$ cat src/rtl/invader_bullet_ctrl_if.sv
// Signal bundle between invader_bullet_ctrl and its neighbours: run/fire/ship
// inputs from the controls, live formation and bullet state out to formatVGA.
interface invader_bullet_ctrl_if;
   logic        enable;
   logic        fire;
   logic [4:0]  shipX;
   logic [19:0] invArray;
   logic [3:0]  invLine;
   logic [3:0]  bulletX;
   logic [2:0]  bulletY;
   logic        bulletFlying;
   logic        hit;
   logic        gameOver;
   logic        win;

   modport master (
      output enable, fire, shipX,
      input  invArray, invLine, bulletX, bulletY, bulletFlying, hit, gameOver, win
   );

   modport slave (
      input  enable, fire, shipX,
      output invArray, invLine, bulletX, bulletY, bulletFlying, hit, gameOver, win
   );
endinterface

$ cat src/rtl/invader_bullet_ctrl.sv
// Game-state stage ahead of formatVGA: marching 2x10 invader formation, one
// player bullet, collision resolution and sticky win / game-over flags.
module invader_bullet_ctrl #(
   parameter int          BULLET_DIV = 1800000,
   parameter int          INV_DIV    = 36000000,
   parameter int          INV_COL0   = 3,
   parameter int          LINE_MAX   = 6,
   parameter logic [19:0] INIT_ARRAY = 20'hFFFFF
) (
   input logic                   clk,
   input logic                   clr,
   invader_bullet_ctrl_if.slave  bus
);

   localparam int BCW = $clog2(BULLET_DIV + 1);
   localparam int ICW = $clog2(INV_DIV + 1);

   typedef enum logic [1:0] {G_RUN, G_OVER, G_WON} game_e;
   typedef enum logic       {B_IDLE, B_FLY}        bullet_e;

   game_e            game_q,      game_d;
   bullet_e          bullet_q,    bullet_d;
   logic [19:0]      inv_array_q, inv_array_d;
   logic [3:0]       inv_line_q,  inv_line_d;
   logic [3:0]       bullet_x_q,  bullet_x_d;
   logic [2:0]       bullet_y_q,  bullet_y_d;
   logic             hit_q,       hit_d;
   logic [BCW-1:0]   bcnt_q,      bcnt_d;
   logic [ICW-1:0]   icnt_q,      icnt_d;

   logic             col_ok;
   logic [3:0]       col_idx;
   logic [9:0]       col_mask;
   logic             row0_hit;
   logic             row1_hit;
   logic             advance;
   logic             ship_lsb_unused;

   assign ship_lsb_unused = bus.shipX[0];
   assign advance         = bus.enable && (game_q == G_RUN);

   // Column under the bullet as a one-hot mask; empty when the bullet is outside the formation.
   assign col_ok   = (bullet_x_q >= 4'(INV_COL0)) && (bullet_x_q <= 4'(INV_COL0 + 9));
   assign col_idx  = bullet_x_q - 4'(INV_COL0);
   assign col_mask = col_ok ? (10'd1 << col_idx) : 10'd0;
   assign row1_hit = ({1'b0, bullet_y_q} == (inv_line_q + 4'd1)) && (|(inv_array_q[19:10] & col_mask));
   assign row0_hit = ({1'b0, bullet_y_q} == inv_line_q) && (|(inv_array_q[9:0] & col_mask));

   always_comb begin
      game_d      = game_q;
      bullet_d    = bullet_q;
      inv_array_d = inv_array_q;
      inv_line_d  = inv_line_q;
      bullet_x_d  = bullet_x_q;
      bullet_y_d  = bullet_y_q;
      bcnt_d      = bcnt_q;
      icnt_d      = icnt_q;
      hit_d       = 1'b0;

      if (advance) begin
         if (inv_array_q == 20'd0) begin
            game_d = G_WON;
         end else if (inv_line_q == 4'(LINE_MAX)) begin
            game_d = G_OVER;
         end

         if (icnt_q == ICW'(INV_DIV - 1)) begin
            icnt_d = '0;
            if (inv_line_q < 4'(LINE_MAX)) begin
               inv_line_d = inv_line_q + 4'd1;
            end
         end else begin
            icnt_d = icnt_q + ICW'(1);
         end

         // A collision retires the bullet before it is allowed to step or miss.
         case (bullet_q)
            B_IDLE: begin
               if (bus.fire) begin
                  bullet_d   = B_FLY;
                  bullet_x_d = bus.shipX[4:1];
                  bullet_y_d = 3'd6;
                  bcnt_d     = '0;
               end
            end
            B_FLY: begin
               if (row1_hit || row0_hit) begin
                  if (row1_hit) begin
                     inv_array_d[19:10] = inv_array_q[19:10] & ~col_mask;
                  end else begin
                     inv_array_d[9:0] = inv_array_q[9:0] & ~col_mask;
                  end
                  hit_d    = 1'b1;
                  bullet_d = B_IDLE;
               end else if (bcnt_q == BCW'(BULLET_DIV - 1)) begin
                  bcnt_d = '0;
                  if (bullet_y_q == 3'd0) begin
                     bullet_d = B_IDLE;
                  end else begin
                     bullet_y_d = bullet_y_q - 3'd1;
                  end
               end else begin
                  bcnt_d = bcnt_q + BCW'(1);
               end
            end
            default: begin
               bullet_d = B_IDLE;
            end
         endcase
      end
   end

   always_ff @(posedge clk or negedge clr) begin
      if (!clr) begin
         game_q      <= G_RUN;
         bullet_q    <= B_IDLE;
         inv_array_q <= INIT_ARRAY;
         inv_line_q  <= 4'd0;
         bullet_x_q  <= 4'd0;
         bullet_y_q  <= 3'd0;
         hit_q       <= 1'b0;
         bcnt_q      <= '0;
         icnt_q      <= '0;
      end else begin
         game_q      <= game_d;
         bullet_q    <= bullet_d;
         inv_array_q <= inv_array_d;
         inv_line_q  <= inv_line_d;
         bullet_x_q  <= bullet_x_d;
         bullet_y_q  <= bullet_y_d;
         hit_q       <= hit_d;
         bcnt_q      <= bcnt_d;
         icnt_q      <= icnt_d;
      end
   end

   assign bus.invArray     = inv_array_q;
   assign bus.invLine      = inv_line_q;
   assign bus.bulletX      = bullet_x_q;
   assign bus.bulletY      = bullet_y_q;
   assign bus.bulletFlying = (bullet_q == B_FLY);
   assign bus.hit          = hit_q;
   assign bus.gameOver     = (game_q == G_OVER);
   assign bus.win          = (game_q == G_WON);

endmodule

$ cat src/flat_wrapper.sv
// flat-port wrapper written by rule: the top's interface ports become plain ports
module invader_bullet_ctrl_flat 
#(
   parameter int          BULLET_DIV = 1800000,
   parameter int          INV_DIV    = 36000000,
   parameter int          INV_COL0   = 3,
   parameter int          LINE_MAX   = 6,
   parameter logic [19:0] INIT_ARRAY = 20'hFFFFF
)
  (clk, clr, bus_enable, bus_fire, bus_shipX, bus_invArray, bus_invLine, bus_bulletX, bus_bulletY, bus_bulletFlying, bus_hit, bus_gameOver, bus_win);
  invader_bullet_ctrl_if bus_i ();
  input logic clk;
  input logic clr;
  input wire logic [$bits(bus_i.enable)-1:0] bus_enable;
  input wire logic [$bits(bus_i.fire)-1:0] bus_fire;
  input wire logic [$bits(bus_i.shipX)-1:0] bus_shipX;
  output wire logic [$bits(bus_i.invArray)-1:0] bus_invArray;
  output wire logic [$bits(bus_i.invLine)-1:0] bus_invLine;
  output wire logic [$bits(bus_i.bulletX)-1:0] bus_bulletX;
  output wire logic [$bits(bus_i.bulletY)-1:0] bus_bulletY;
  output wire logic [$bits(bus_i.bulletFlying)-1:0] bus_bulletFlying;
  output wire logic [$bits(bus_i.hit)-1:0] bus_hit;
  output wire logic [$bits(bus_i.gameOver)-1:0] bus_gameOver;
  output wire logic [$bits(bus_i.win)-1:0] bus_win;
  assign bus_i.enable = bus_enable;
  assign bus_i.fire = bus_fire;
  assign bus_i.shipX = bus_shipX;
  assign bus_invArray = bus_i.invArray;
  assign bus_invLine = bus_i.invLine;
  assign bus_bulletX = bus_i.bulletX;
  assign bus_bulletY = bus_i.bulletY;
  assign bus_bulletFlying = bus_i.bulletFlying;
  assign bus_hit = bus_i.hit;
  assign bus_gameOver = bus_i.gameOver;
  assign bus_win = bus_i.win;
  invader_bullet_ctrl #(.BULLET_DIV(BULLET_DIV), .INV_DIV(INV_DIV), .INV_COL0(INV_COL0), .LINE_MAX(LINE_MAX), .INIT_ARRAY(INIT_ARRAY)) u_core (.clk(clk), .clr(clr), .bus(bus_i));
endmodule
$ cat config.mk
export PLATFORM = sky130hd
export DESIGN_NAME = invader_bullet_ctrl_flat
export DESIGN_NICKNAME = d
export VERILOG_FILES = /design/src/rtl/invader_bullet_ctrl_if.sv /design/src/rtl/invader_bullet_ctrl.sv /design/src/flat_wrapper.sv
export SDC_FILE = /design/constraint.sdc
export NUM_CORES = 1
export LEC_CHECK = 0
export CELL_PAD_IN_SITES_DETAIL_PLACEMENT = 0
export CELL_PAD_IN_SITES_GLOBAL_PLACEMENT = 1
export CORE_AREA = 2 2 85 120
export DETAILED_ROUTE_END_ITERATION = 6
export DIE_AREA = 0 0 87 122
export PLACE_DENSITY_LB_ADDON = 0.1
export SETUP_SLACK_MARGIN = 0.02
export SKIP_CTS_REPAIR_TIMING = 1
export SYNTH_ARGS = -nofsm -noshare
export SYNTH_HDL_FRONTEND = slang
export SYNTH_SLANG_ARGS = --single-unit
$ cat constraint.sdc
create_clock -name clk -period 6.6 [get_ports clk]
set_input_delay 0.66 -clock clk [delete_from_list [all_inputs] [get_ports clk]]
set_output_delay 0.66 -clock clk [all_outputs]
set_load 0.1 [all_outputs]
==> Yosys cells after proc, flatten, opt, wreduce, memory -nomap -nowiden <==
Index checks and enable logic that the tools add are counted.
{ "totals": {"ff_bits": 82, "wordCells": 76, "out_inout_bits": 35} }
{ "op_classes": {"shifts": 1, "add_sub_neg": 5, "muxes": 21, "order_cmp": 3, "n_reduce_logical": 18, "eq_ne": 11, "bitwise": 7} }
{ "op_table": {"columns": ["operator", "n"], "rows": [
  ["two-way mux 21 bit", 3],
  ["case mux 21 bit (2 select lines)", 1],
  ["AND 10 bit", 4],
  ["adder 26 x 1 -> 26 bit, second input constant", 1],
  ["== test 26 bit, second input constant", 1],
  ["two-way mux 26 bit", 1],
  ["adder 21 x 1 -> 21 bit, second input constant", 1],
  ["== test 21 bit, second input constant", 1],
  ["zero test 20 bit", 1],
  ["OR reduction 10 bit", 2],
  ["two-way mux 3 bit", 4],
  ["two-way mux 10 bit", 1],
  ["NOT 10 bit", 1],
  ["<< shifter 1 x 4 -> 10 bit, first input constant", 1],
  ["AND reduction 3 bit", 3],
  ["== test 3 x 4 -> 1 bit", 2],
  ["!= test 2 bit, second input constant", 4],
  ["AND reduction 4 bit", 2],
  ["two-way mux 1 bit", 7],
  ["case mux 3 bit (2 select lines)", 1],
  ["AND reduction 5 bit", 1],
  ["adder 4 x 1 -> 4 bit, second input constant", 1],
  ["== test 4 x 3 -> 1 bit, second input constant", 1],
  ["greater-or-equal comparator 4 x 2 -> 1 bit, second input constant", 1],
  ["15 further kinds", 20]
]} }

==> Longest topological paths before layout <==
Gate-level depths: netlist (run 1).
{ "logic_depth": {"ltp_word": 10, "mapped_depth": 8, "ltp_nobuf": 7} }

==> Worst setup path before layout (run 1) <==
No wires, ideal clock.
{ "synth_timing": {"kind": "register to register", "start": "register u_core.bullet_x_q[0], in the netlist u_core.bus.bulletX[0]", "end": "register u_core.bullet_y_q[2], in the netlist u_core.bus.bulletY[2]", "arrival_ns": 2.818, "stages_incl_launch_ff": 8, "slack_ns": 3.699, "required_time_ns": 6.517, "path_buffers": 1, "path_cell_list": "dfrtp_1 -> buf_2 -> mux2i_1 -> o32ai_1 -> nor4_1 -> o21ai_1 -> o41a_1 -> o21ai_0"} }
{ "synth_via": {"elab_chain_len": 9, "word_cells_on_any_way": 15, "classes_between": "add/sub (1); order compare (2); eq/ne (1); shift (1); mux (1); bitwise (2); reduce/logical (7)"} }
{ "synth_rtl": {"columns": ["item", "line_no", "source"], "rows": [
  ["from (decl)", "invader_bullet_ctrl.sv:25", "logic [3:0] bullet_x_q, bullet_x_d;"],
  ["from (signal assigned)", "invader_bullet_ctrl.sv:129", "bullet_x_q <= bullet_x_d;"],
  ["subtractor 4 x 2 -> 4 bit (tied with other cells)", "invader_bullet_ctrl.sv:44", "assign col_idx = bullet_x_q - 4'(INV_COL0);"],
  ["<< shifter 1 x 4 -> 10 bit / logical AND 1 bit (equally long branches)", "invader_bullet_ctrl.sv:45, invader_bullet_ctrl.sv:43", null],
  ["two-way mux 10 bit (*)", "invader_bullet_ctrl.sv:45", "assign col_mask = col_ok ? (10'd1 << col_idx) : 10'd0;"],
  ["AND 10 bit (on tied branches)", "invader_bullet_ctrl.sv:46, invader_bullet_ctrl.sv:47", null],
  ["OR reduction 10 bit (on tied branches)", "invader_bullet_ctrl.sv:46, invader_bullet_ctrl.sv:47", null],
  ["logical AND 1 bit (on tied branches)", "invader_bullet_ctrl.sv:46, invader_bullet_ctrl.sv:47", null],
  ["logical OR 1 bit (*)", "invader_bullet_ctrl.sv:87", "if (row1_hit || row0_hit) begin"],
  ["!= test 2 bit (no source line) (*)", null, null],
  ["AND reduction 5 bit (no source line) (*)", null, null],
  ["to (signal assigned)", "invader_bullet_ctrl.sv:130", "bullet_y_q <= bullet_y_d;"],
  ["to (decl)", "invader_bullet_ctrl.sv:26", "logic [2:0] bullet_y_q, bullet_y_d;"]
]} }
Mark *: on every way between the ends. The rest lies on a longest branch, timed or not.
A chain may end at the register's enable or synchronous reset.

==> Final worst setup path (run 1) <==
{ "layout_timing": {"start": "register u_core.bullet_x_q[0], in the netlist u_core.bus.bulletX[0]", "end": "register u_core.bcnt_q[4]"} }
{ "layout_via": {"elab_chain_len": 9, "word_cells_on_any_way": 15, "classes_between": "add/sub (1); order compare (2); eq/ne (1); shift (1); mux (1); bitwise (2); reduce/logical (7)"} }
{ "layout_rtl": {"columns": ["item", "line_no", "source"], "rows": [
  ["subtractor 4 x 2 -> 4 bit (tied with other cells)", "invader_bullet_ctrl.sv:44", null],
  ["<< shifter 1 x 4 -> 10 bit / logical AND 1 bit (equally long branches)", "invader_bullet_ctrl.sv:45, invader_bullet_ctrl.sv:43", null],
  ["two-way mux 10 bit (*)", "invader_bullet_ctrl.sv:45", null],
  ["AND 10 bit (on tied branches)", "invader_bullet_ctrl.sv:46, invader_bullet_ctrl.sv:47", null],
  ["OR reduction 10 bit (on tied branches)", "invader_bullet_ctrl.sv:46, invader_bullet_ctrl.sv:47", null],
  ["logical AND 1 bit (on tied branches)", "invader_bullet_ctrl.sv:46, invader_bullet_ctrl.sv:47", null],
  ["logical OR 1 bit (*)", "invader_bullet_ctrl.sv:87", null],
  ["!= test 2 bit (no source line) (*)", null, null],
  ["AND reduction 3 bit (no source line) (*)", null, null],
  ["to (signal assigned)", "invader_bullet_ctrl.sv:132", "bcnt_q <= bcnt_d;"],
  ["to (decl)", "invader_bullet_ctrl.sv:28", "logic [BCW-1:0] bcnt_q, bcnt_d;"]
]} }
Marks and branches as above.

==> impl_metrics.toml, run 1 <==
[outcome]
status = "complete, no violations"

[global_routing]
grt_pass1_vias = 3555
antenna_found_initial = 0
grt_max_degree = 83
grt_pass1_wl_um = 17900
track_usage_pct = 21.3
gr-total-overflow = 0

[flow_run]
cap_violations = 0

[timing]
setup_ws_ns = 3.21
fin_crit_sh_pct = 51.4
rsz0062_at_grt = "no"
tns_ns = 0
setup_viol = 0
slew_headroom_pct = 25.3
tightest_slew_ns = 1.11
drv_slew = 0
whs_ns = 0.469
skew_ns = 0.00637
hold_viol_final = 0
period_needed_ns = 3.39
fmax_mhz = 295

[layout]
drive_above_1_share_pct = 11.4
num-nets-final = 511
syn_to_final_growth_pct = 16.8
final_area_mm2 = 0.00525
fillers = 884
diodes = 0
fin_cells = 613
final_core_util_pct = 54.5

[placed_design]
pre_cts_ws_ns = 3.09
io_buffers = 42
numPlacedInstances = 597
placed_area_mm2 = 0.00495
dp_hpwl_um = 7390
place.gp.congestion = 0.797

[synthesis]
ys_ff_latch = 82
async_flop_share_pct = 100
netlist_area_mm2 = 0.00449
yosysUniqueCellTypes = 61
synth_common_cells = "62 x dfrtp_1, 38 x nand2_1, 29 x nor2_1, 23 x nand3_1, 20 x dfstp_2"
synth_fp_nets = 478
yosys.area.top_type_share_pct = 34.5
ys.flop_type = "dfrtp_1"
synth_edf_count = 0
post-synth-top-count-cell = "dfrtp_1"
yosys.area.top_type = "dfrtp_1"
synthTopCellsByArea = "dfrtp_1 35%, dfstp_2 12%, xnor2_1 3.3%"
synthCells = 463
yosys_warnings = 0
yosysSeqAreaShare_pct = 46.2
synth_area_per_cell_um2 = 9.71

[drt]
initialDrtViolationCount = 225
wl_per_cell_um = 17.5
vias = 3619
ant_nets = 0
drc_errors = 0
wl_um = 10700
avgViaCountPerCell = 5.90
drt_first_pass_iters = 4

[clock_tree]
cts_max_level = 3
cts_sinks = 82
cts_tree = "done"
worstSkewPairLatency_ns = 0.33
max-clock-path-buffers = 2
root_buffer = "clkbuf_16"
numCtsBuffers = 9
clkTransAtPathRegs_ns = 0.06

[setup_path]
cp-start-kind = "flip-flop"
cp.required_ns = 6.77
path_class = "flip-flop to flip-flop"
timing.rr.start = "u_core.bus.bulletX[0]"
arrival_ns = 3.56
critPathCaptureType = "flip-flop"
critPathLaunch = "u_core.bus.bulletX[0]"
worstPathMaxFanout = 23

[power_and_ir_drop]
irDropWorstVdd_uv = 124
p_comb_share_pct = 3.9
leakagePower_nw = 2.14
switching_share_pct = 22.3
pwr-share-seq_pct = 48.6
intPower_mw = 0.822
clkPwrFrac_pct = 47.5
p_sw_mw = 0.236
power_mw = 1.06
p_per_area_mw_per_mm2 = 202

[floorplanning]
die_h_um = 122
core_area_mm2 = 0.00963
initial_utilization_pct = 46.7
io-pin-count = 44
fp.dieW_um = 87
die_area_mm2 = 0.0106
rows = 43

[min_path]
hp-class = "flip-flop to flip-flop"
holdCritStartpoint = "u_core.bus.invArray[18]"
## logic make-up after synthesis
| kind of cell | synth area share (%) |
|---|---|
| and+or+nand+nor | 24.7 |
| xor gates and xnor gates | 5.85 |
| AOI/OAI and AO/OA | 14.9 |
| adders and majority gates | 1.67 |
| DFF | 46.2 |
| muxes | 2.90 |
| buffers and inverters | 3.73 |
## cells in the final DEF (no fill, tap or decap), types with 4 or more instances in the layout
master | netlist | routed
o21ai_0 | 16 | 16
clkdlybuf4s50_1 | 0 | 41
nand4_1 | 10 | 10
and2_1 | 10 | 10
o31ai_1 | 4 | 4
a31oi_1 | 18 | 18
xor2_1 | 13 | 13
and4_1 | 5 | 5
and3_1 | 12 | 12
mux2_2 | 8 | 8
clkbuf_16 | 0 | 9
nor3_1 | 10 | 10
nor4_1 | 15 | 15
dfrtp_1 | 62 | 62
a21oi_1 | 15 | 15
ha_1 | 6 | 6
a21boi_0 | 10 | 10
nand3_1 | 23 | 23
nor2_1 | 29 | 29
nand2_1 | 38 | 38
nor2b_1 | 7 | 7
nand3b_1 | 6 | 6
dfstp_2 | 20 | 20
o21a_1 | 11 | 11
and3b_1 | 4 | 4
mux2i_1 | 4 | 4
inv_1 | 15 | 15
nand2b_1 | 6 | 6
xnor2_1 | 17 | 17
## per-layer routing
metal	vias up	wire [um]	track usage (%)
li1	1756	-	-
met1	1806	4780	26.8
met2	47	5520	36.4
met3	10	249	4.13
met4	0	172	6.84
met5	-	0	0
## path summary, 6_finish.rpt
path	endpoint	depth (start not counted)	slack (ns)
setup / recovery	u_core.bcnt_q[4]	6	3.21
setup reg to reg	u_core.bcnt_q[4]	6	3.21
hold reg to reg	u_core.bus.invArray[18]	2	0.47
min in group asynchronous	u_core.bcnt_q[9]	1	0.51
max in group asynchronous	u_core.bcnt_q[2]	1	5.42
hold / removal	u_core.bus.invArray[18]	2	0.47
## layout make-up
class | count | area (um^2) | area share, %
clock inverter | 4 | 52.6 | 1.00
inverter | 15 | 56.3 | 1.07
sequential | 82 | 2080 | 39.6
multi-input combinational | 345 | 2250 | 42.9
clock buffer | 12 | 246 | 4.70
timing repair buffer | 43 | 425 | 8.11
tap | 112 | 140 | 2.67
## registers in the layout, summed over array words and instances (netlist names)
name,cells
u_core.icnt_q,26
u_core.bcnt_q,21
u_core.bus.invArray,20
u_core.bus.bulletX,4
u_core.bus.invLine,4
u_core.bus.bulletY,3
u_core.game_q,2
u_core.bus.bulletFlying,1
u_core.bus.hit,1
## power groups by stage
stage | clock, mW | sequential, mW | combinational, mW
6_report | 0.502 | 0.514 | 0.0418
5_1_grt | 0.535 | 0.514 | 0.0461
4_1_cts | 0.515 | 0.513 | 0.0428
3_5_place_dp | 0 | 0.522 | 0.0427
3_3_place_gp | 0 | 0.522 | 0.0424
2_1_floorplan | 0 | 0.526 | 0.0175
## critical path, cell delays in order (launching register included)
cell and delay (ns):
dfrtp_1 0.84, mux2i_1 0.28, o32ai_1 0.09, nor4_1 0.75
nor3_1 0.28, nor2_1 0.78, a31oi_1 0.19
No activity file was read; power rests on OpenSTA's default activity.
==> run 2: changes to the inputs <==
- CORE_AREA: 2 2 85 120 -> 2 2 88 124
- DIE_AREA: 0 0 87 122 -> 0 0 90 126
- clock period: 6.6 -> 3.3 ns (I/O delays scaled with it)
==> impl_metrics.toml, run 2 (synthesis gave the netlist of run 1 again) <==
[drt]
drc_errors = 0
vias = 3681
wl_um = 11200
wl_per_cell_um = 17.2
avgViaCountPerCell = 5.64
ant_nets = 0
drt_first_pass_iters = 5
initialDrtViolationCount = 175

[global_routing]
grt_pass1_vias = 3836
grt_pass1_wl_um = 19200
track_usage_pct = 20.7
gr-total-overflow = 0
grt_max_degree = 83
antenna_found_initial = 0

[placed_design]
place.gp.congestion = 0.832
numPlacedInstances = 637
dp_hpwl_um = 7910
io_buffers = 42

[timing]
fmax_mhz = 346
fin_crit_sh_pct = 87.5
rsz0062_at_grt = "no"
period_needed_ns = 2.89
drv_slew = 0
tightest_slew_ns = 1.05
slew_headroom_pct = 30.0
tns_ns = 0
setup_viol = 0
hold_viol_final = 0
skew_ns = 0.00923

[layout]
fin_cells = 653
top_register = "u_core.icnt_q"
num-nets-final = 525
drive_above_1_share_pct = 14.8
fillers = 1018
largest_reg_flops = 26
layout_commonest_cell = "dfrtp_1"
mostFrequentLayoutCells = "62 x dfrtp_1, 38 x nand2_1, 36 x clkdlybuf4s50_1"
syn_to_final_growth_pct = 19.5
diodes = 0

[floorplanning]
die_h_um = 126
io-pin-count = 44
fp.dieW_um = 90
rows = 44
initial_utilization_pct = 43.9
core_area_mm2 = 0.0102
die_area_mm2 = 0.0113

[power_and_ir_drop]
irDropWorstVdd_uv = 235
power_mw = 2.12
leakagePower_nw = 2.22
p_per_area_mw_per_mm2 = 394

[setup_path]
arrival_ns = 3.14
r2r_cells = 6
cp-start-kind = "flip-flop"
ff2ff_setup_slack_ns = 0.41
worstPathMaxFanout = 16
path_class = "flip-flop to flip-flop"
critPathCaptureType = "flip-flop"
worstReg2RegEnd = "u_core.bus.bulletY[2]"
timing.rr.start = "u_core.bus.bulletX[0]"
cp.required_ns = 3.55

[clock_tree]
root_buffer = "clkbuf_16"
cts_sinks = 82
clkTransAtPathRegs_ns = 0.06
cts_max_level = 3
cts_tree = "done"
max-clock-path-buffers = 2
worstSkewPairLatency_ns = 0.33
numCtsBuffers = 9

[outcome]
status = "complete, no violations"

[flow_run]
cap_violations = 0

[min_path]
hp-class = "primary input to asynchronous set/reset pin"
## run 2: cell count changes in the layout (fill, tap and decap cells not counted), sizes merged
| cell | before | now |
|---|---|---|
| clkdlybuf4s50 | 41 | 36 |
| buf | 2 | 21 |
## run 2: final cells by class
type | count | area, um^2 | share of cell area [%]
Clock buffer | 12 | 246 | 4.59
Clock inverter | 4 | 52.6 | 0.978
Inverter | 15 | 56.3 | 1.05
Multi-Input combinational cell | 345 | 2250 | 41.9
Sequential cell | 82 | 2080 | 38.7
Tap cell | 138 | 173 | 3.21
Timing Repair Buffer | 57 | 518 | 9.64
## run 2: stage by stage
stage	hold slack, ns	utilization (%)	area, um^2	setup slack [ns]
6_report	0.189	52.5	5370	0.413
5_1_grt	0.285	52.5	5370	0.0967
4_1_cts	0.236	52.5	5370	0.411
3_5_place_dp	0.456	49.5	5070	0.433
3_3_place_gp	0.446	49.5	5070	0.473
2_1_floorplan	0.0344	-	4490	0.399
## run 2: how the worst max path moves through the flow
stage                           from                    end  slack [ns]  cells past startpoint
2_1_floorplan  u_core.bus.bulletX[0]  u_core.bus.bulletY[2]        0.40                      7
3_3_place_gp   u_core.bus.bulletX[0]  u_core.bus.bulletY[2]        0.47                      6
3_5_place_dp   u_core.bus.bulletX[0]  u_core.bus.bulletY[2]        0.43                      6
4_1_cts        u_core.bus.bulletX[0]  u_core.bus.bulletY[2]        0.41                      6
5_1_grt        u_core.bus.bulletX[0]  u_core.bus.bulletY[2]         0.1                      6
6_report       u_core.bus.bulletX[0]  u_core.bus.bulletY[2]        0.41                      6
## run 2: power by group
part / internal (mW) / switching (mW) / leakage (nW)
logic: 0.0270 / 0.0611 / 1.06
clock network: 0.607 / 0.399 / 0.135
registers: 1.01 / 0.0131 / 1.02
## run 2: routing by layer
layer / track usage (%) / wire length [um]
met3: 3.71 / 363
met1: 25.0 / 4750
met4: 7.51 / 276
met5: 0 / 0
met2: 36.9 / 5820
## run 2: worst max-delay path, cell delays in order, from the launching register on
cell and delay, ns:
dfrtp_1 0.71, mux2i_1 0.27, o32ai_1 0.09, nor4_1 0.80
o21ai_1 0.41, o41a_1 0.45, o21ai_0 0.07
==> run 3: changes to the inputs <==
- PLACE_DENSITY: not set -> 0.83
- PLACE_DENSITY_LB_ADDON: 0.1 -> not set
- SLEW_MARGIN: not set -> 40
==> impl_metrics.toml, run 3 (synthesis gave the netlist of run 1 again) <==
[timing]
period_needed_ns = 2.82
fmax_mhz = 355
skew_ns = 0.00642
rsz0062_at_grt = "no"
drv_slew = 0
tightest_slew_ns = 0.790
fin_crit_sh_pct = 85.3
tns_ns = 0
hold_viol_final = 0
slew_headroom_pct = 46.9
setup_viol = 0

[drt]
wl_um = 10700
avgViaCountPerCell = 5.64
wl_per_cell_um = 16.5
drc_errors = 0
ant_nets = 0
drt_first_pass_iters = 4
initialDrtViolationCount = 183
vias = 3655

[outcome]
status = "complete, no violations"

[clock_tree]
cts_tree = "done"
cts_sinks = 82
root_buffer = "clkbuf_16"
worstSkewPairLatency_ns = 0.33
max-clock-path-buffers = 2
numCtsBuffers = 9
clkTransAtPathRegs_ns = 0.06
cts_max_level = 3

[layout]
ff_latch_area_mm2 = 0.00208
multi_input_area_mm2 = 0.00225
layout_commonest_cell = "dfrtp_1"
diodes = 0
fillers = 973
largest_reg_flops = 26
mostFrequentLayoutCells = "62 x dfrtp_1, 38 x nand2_1, 29 x nor2_1, 29 x buf_2, 23 x nand3_1"
final_core_util_pct = 50.9
top_register = "u_core.icnt_q"
num-nets-final = 520
drive_above_1_share_pct = 20.0
fin_cells = 648
syn_to_final_growth_pct = 16.1

[setup_path]
cp-start-kind = "flip-flop"
path_class = "flip-flop to flip-flop"
slowest_delay_ns = 0.76
arrival_ns = 3.06
critPathCaptureType = "flip-flop"
ff2ff_setup_slack_ns = 0.48
path_cells = "or4b_2 > o32ai_1 > nor4_1 > nor3_1 > nor2_1 > buf_4 > a31oi_1"
critPathTopFamily = "simple AND/OR/NAND/NOR gates"
cp.required_ns = 3.54
crit_slowest_cell = "or4b_2"
worstPathMaxFanout = 25
critPathBufInv = 1

[global_routing]
gr-total-overflow = 0
antenna_found_initial = 0
grt_pass1_vias = 3689
grt_max_degree = 83
grt_pass1_wl_um = 18500
track_usage_pct = 19.9

[power_and_ir_drop]
irDropWorstVdd_uv = 322
power_mw = 2.19
p_per_area_mw_per_mm2 = 420
leakagePower_nw = 2.26

[floorplanning]
die_area_mm2 = 0.0113
rows = 44
initial_utilization_pct = 43.9
die_h_um = 126
io-pin-count = 44
fp.dieW_um = 90
core_area_mm2 = 0.0102

[placed_design]
place.gp.congestion = 0.818
numPlacedInstances = 632
io_buffers = 42
dp_hpwl_um = 7340

[min_path]
hp-class = "primary input to asynchronous set/reset pin"

[flow_run]
cap_violations = 0
## run 3: worst register-to-register path, stage by stage, from the launching register on
cell     delay [ns]
dfrtp_1        0.64
or4b_2         0.76
o32ai_1        0.14
nor4_1         0.14
nor3_1         0.53
nor2_1         0.11
buf_4          0.21
a31oi_1        0.20
## run 3: final timing paths
check / startpoint / to / depth (start not counted)
max: u_core.bus.bulletX[1] / u_core.bcnt_q[10] / 7
min in group clk: u_core.bus.invArray[18] / u_core.bus.invArray[18] / 2
min reg2reg: u_core.bus.invArray[18] / u_core.bus.invArray[18] / 2
max reg2reg: u_core.bus.bulletX[1] / u_core.bcnt_q[10] / 7
max in group asynchronous: clr / u_core.icnt_q[17] / 1
min: clr / u_core.bcnt_q[9] / 1
## run 3: where the power goes
part           internal [mW]  leakage (nW)  switching [mW]
Clock                  0.682         0.159           0.398
Sequential              1.01          1.02          0.0162
Combinational         0.0267          1.08          0.0570
Total                   1.72          2.26           0.471
## run 3: area by class of cell
cell class	count	area share (%)
clock inverters	5	1.51
inverters	15	1.08
multi-input cells	345	43.1
well taps	138	3.31
flip-flops and latches	82	39.8
clock buffers	11	4.65
repair buffers	52	6.50
## run 3: metal layers
layer  vias to the layer above  share of wire [%]  GRT usage [%]
li1                       1772                  -              -
met5                         -                  0              0
met2                        71                 51           34.6
met3                        17                3.6           3.23
met1                      1795                 44           25.2
met4                         0                1.8           7.06
## run 3: through the flow
step           setup slack, ns  instance area [um^2]  hold slack, ns
2_1_floorplan            0.399                  4490          0.0344
3_3_place_gp             0.556                  5030           0.447
3_5_place_dp             0.458                  4890           0.426
4_1_cts                  0.455                  5210          0.0729
5_1_grt                  0.175                  5220          0.0808
6_report                 0.484                  5220          0.0346
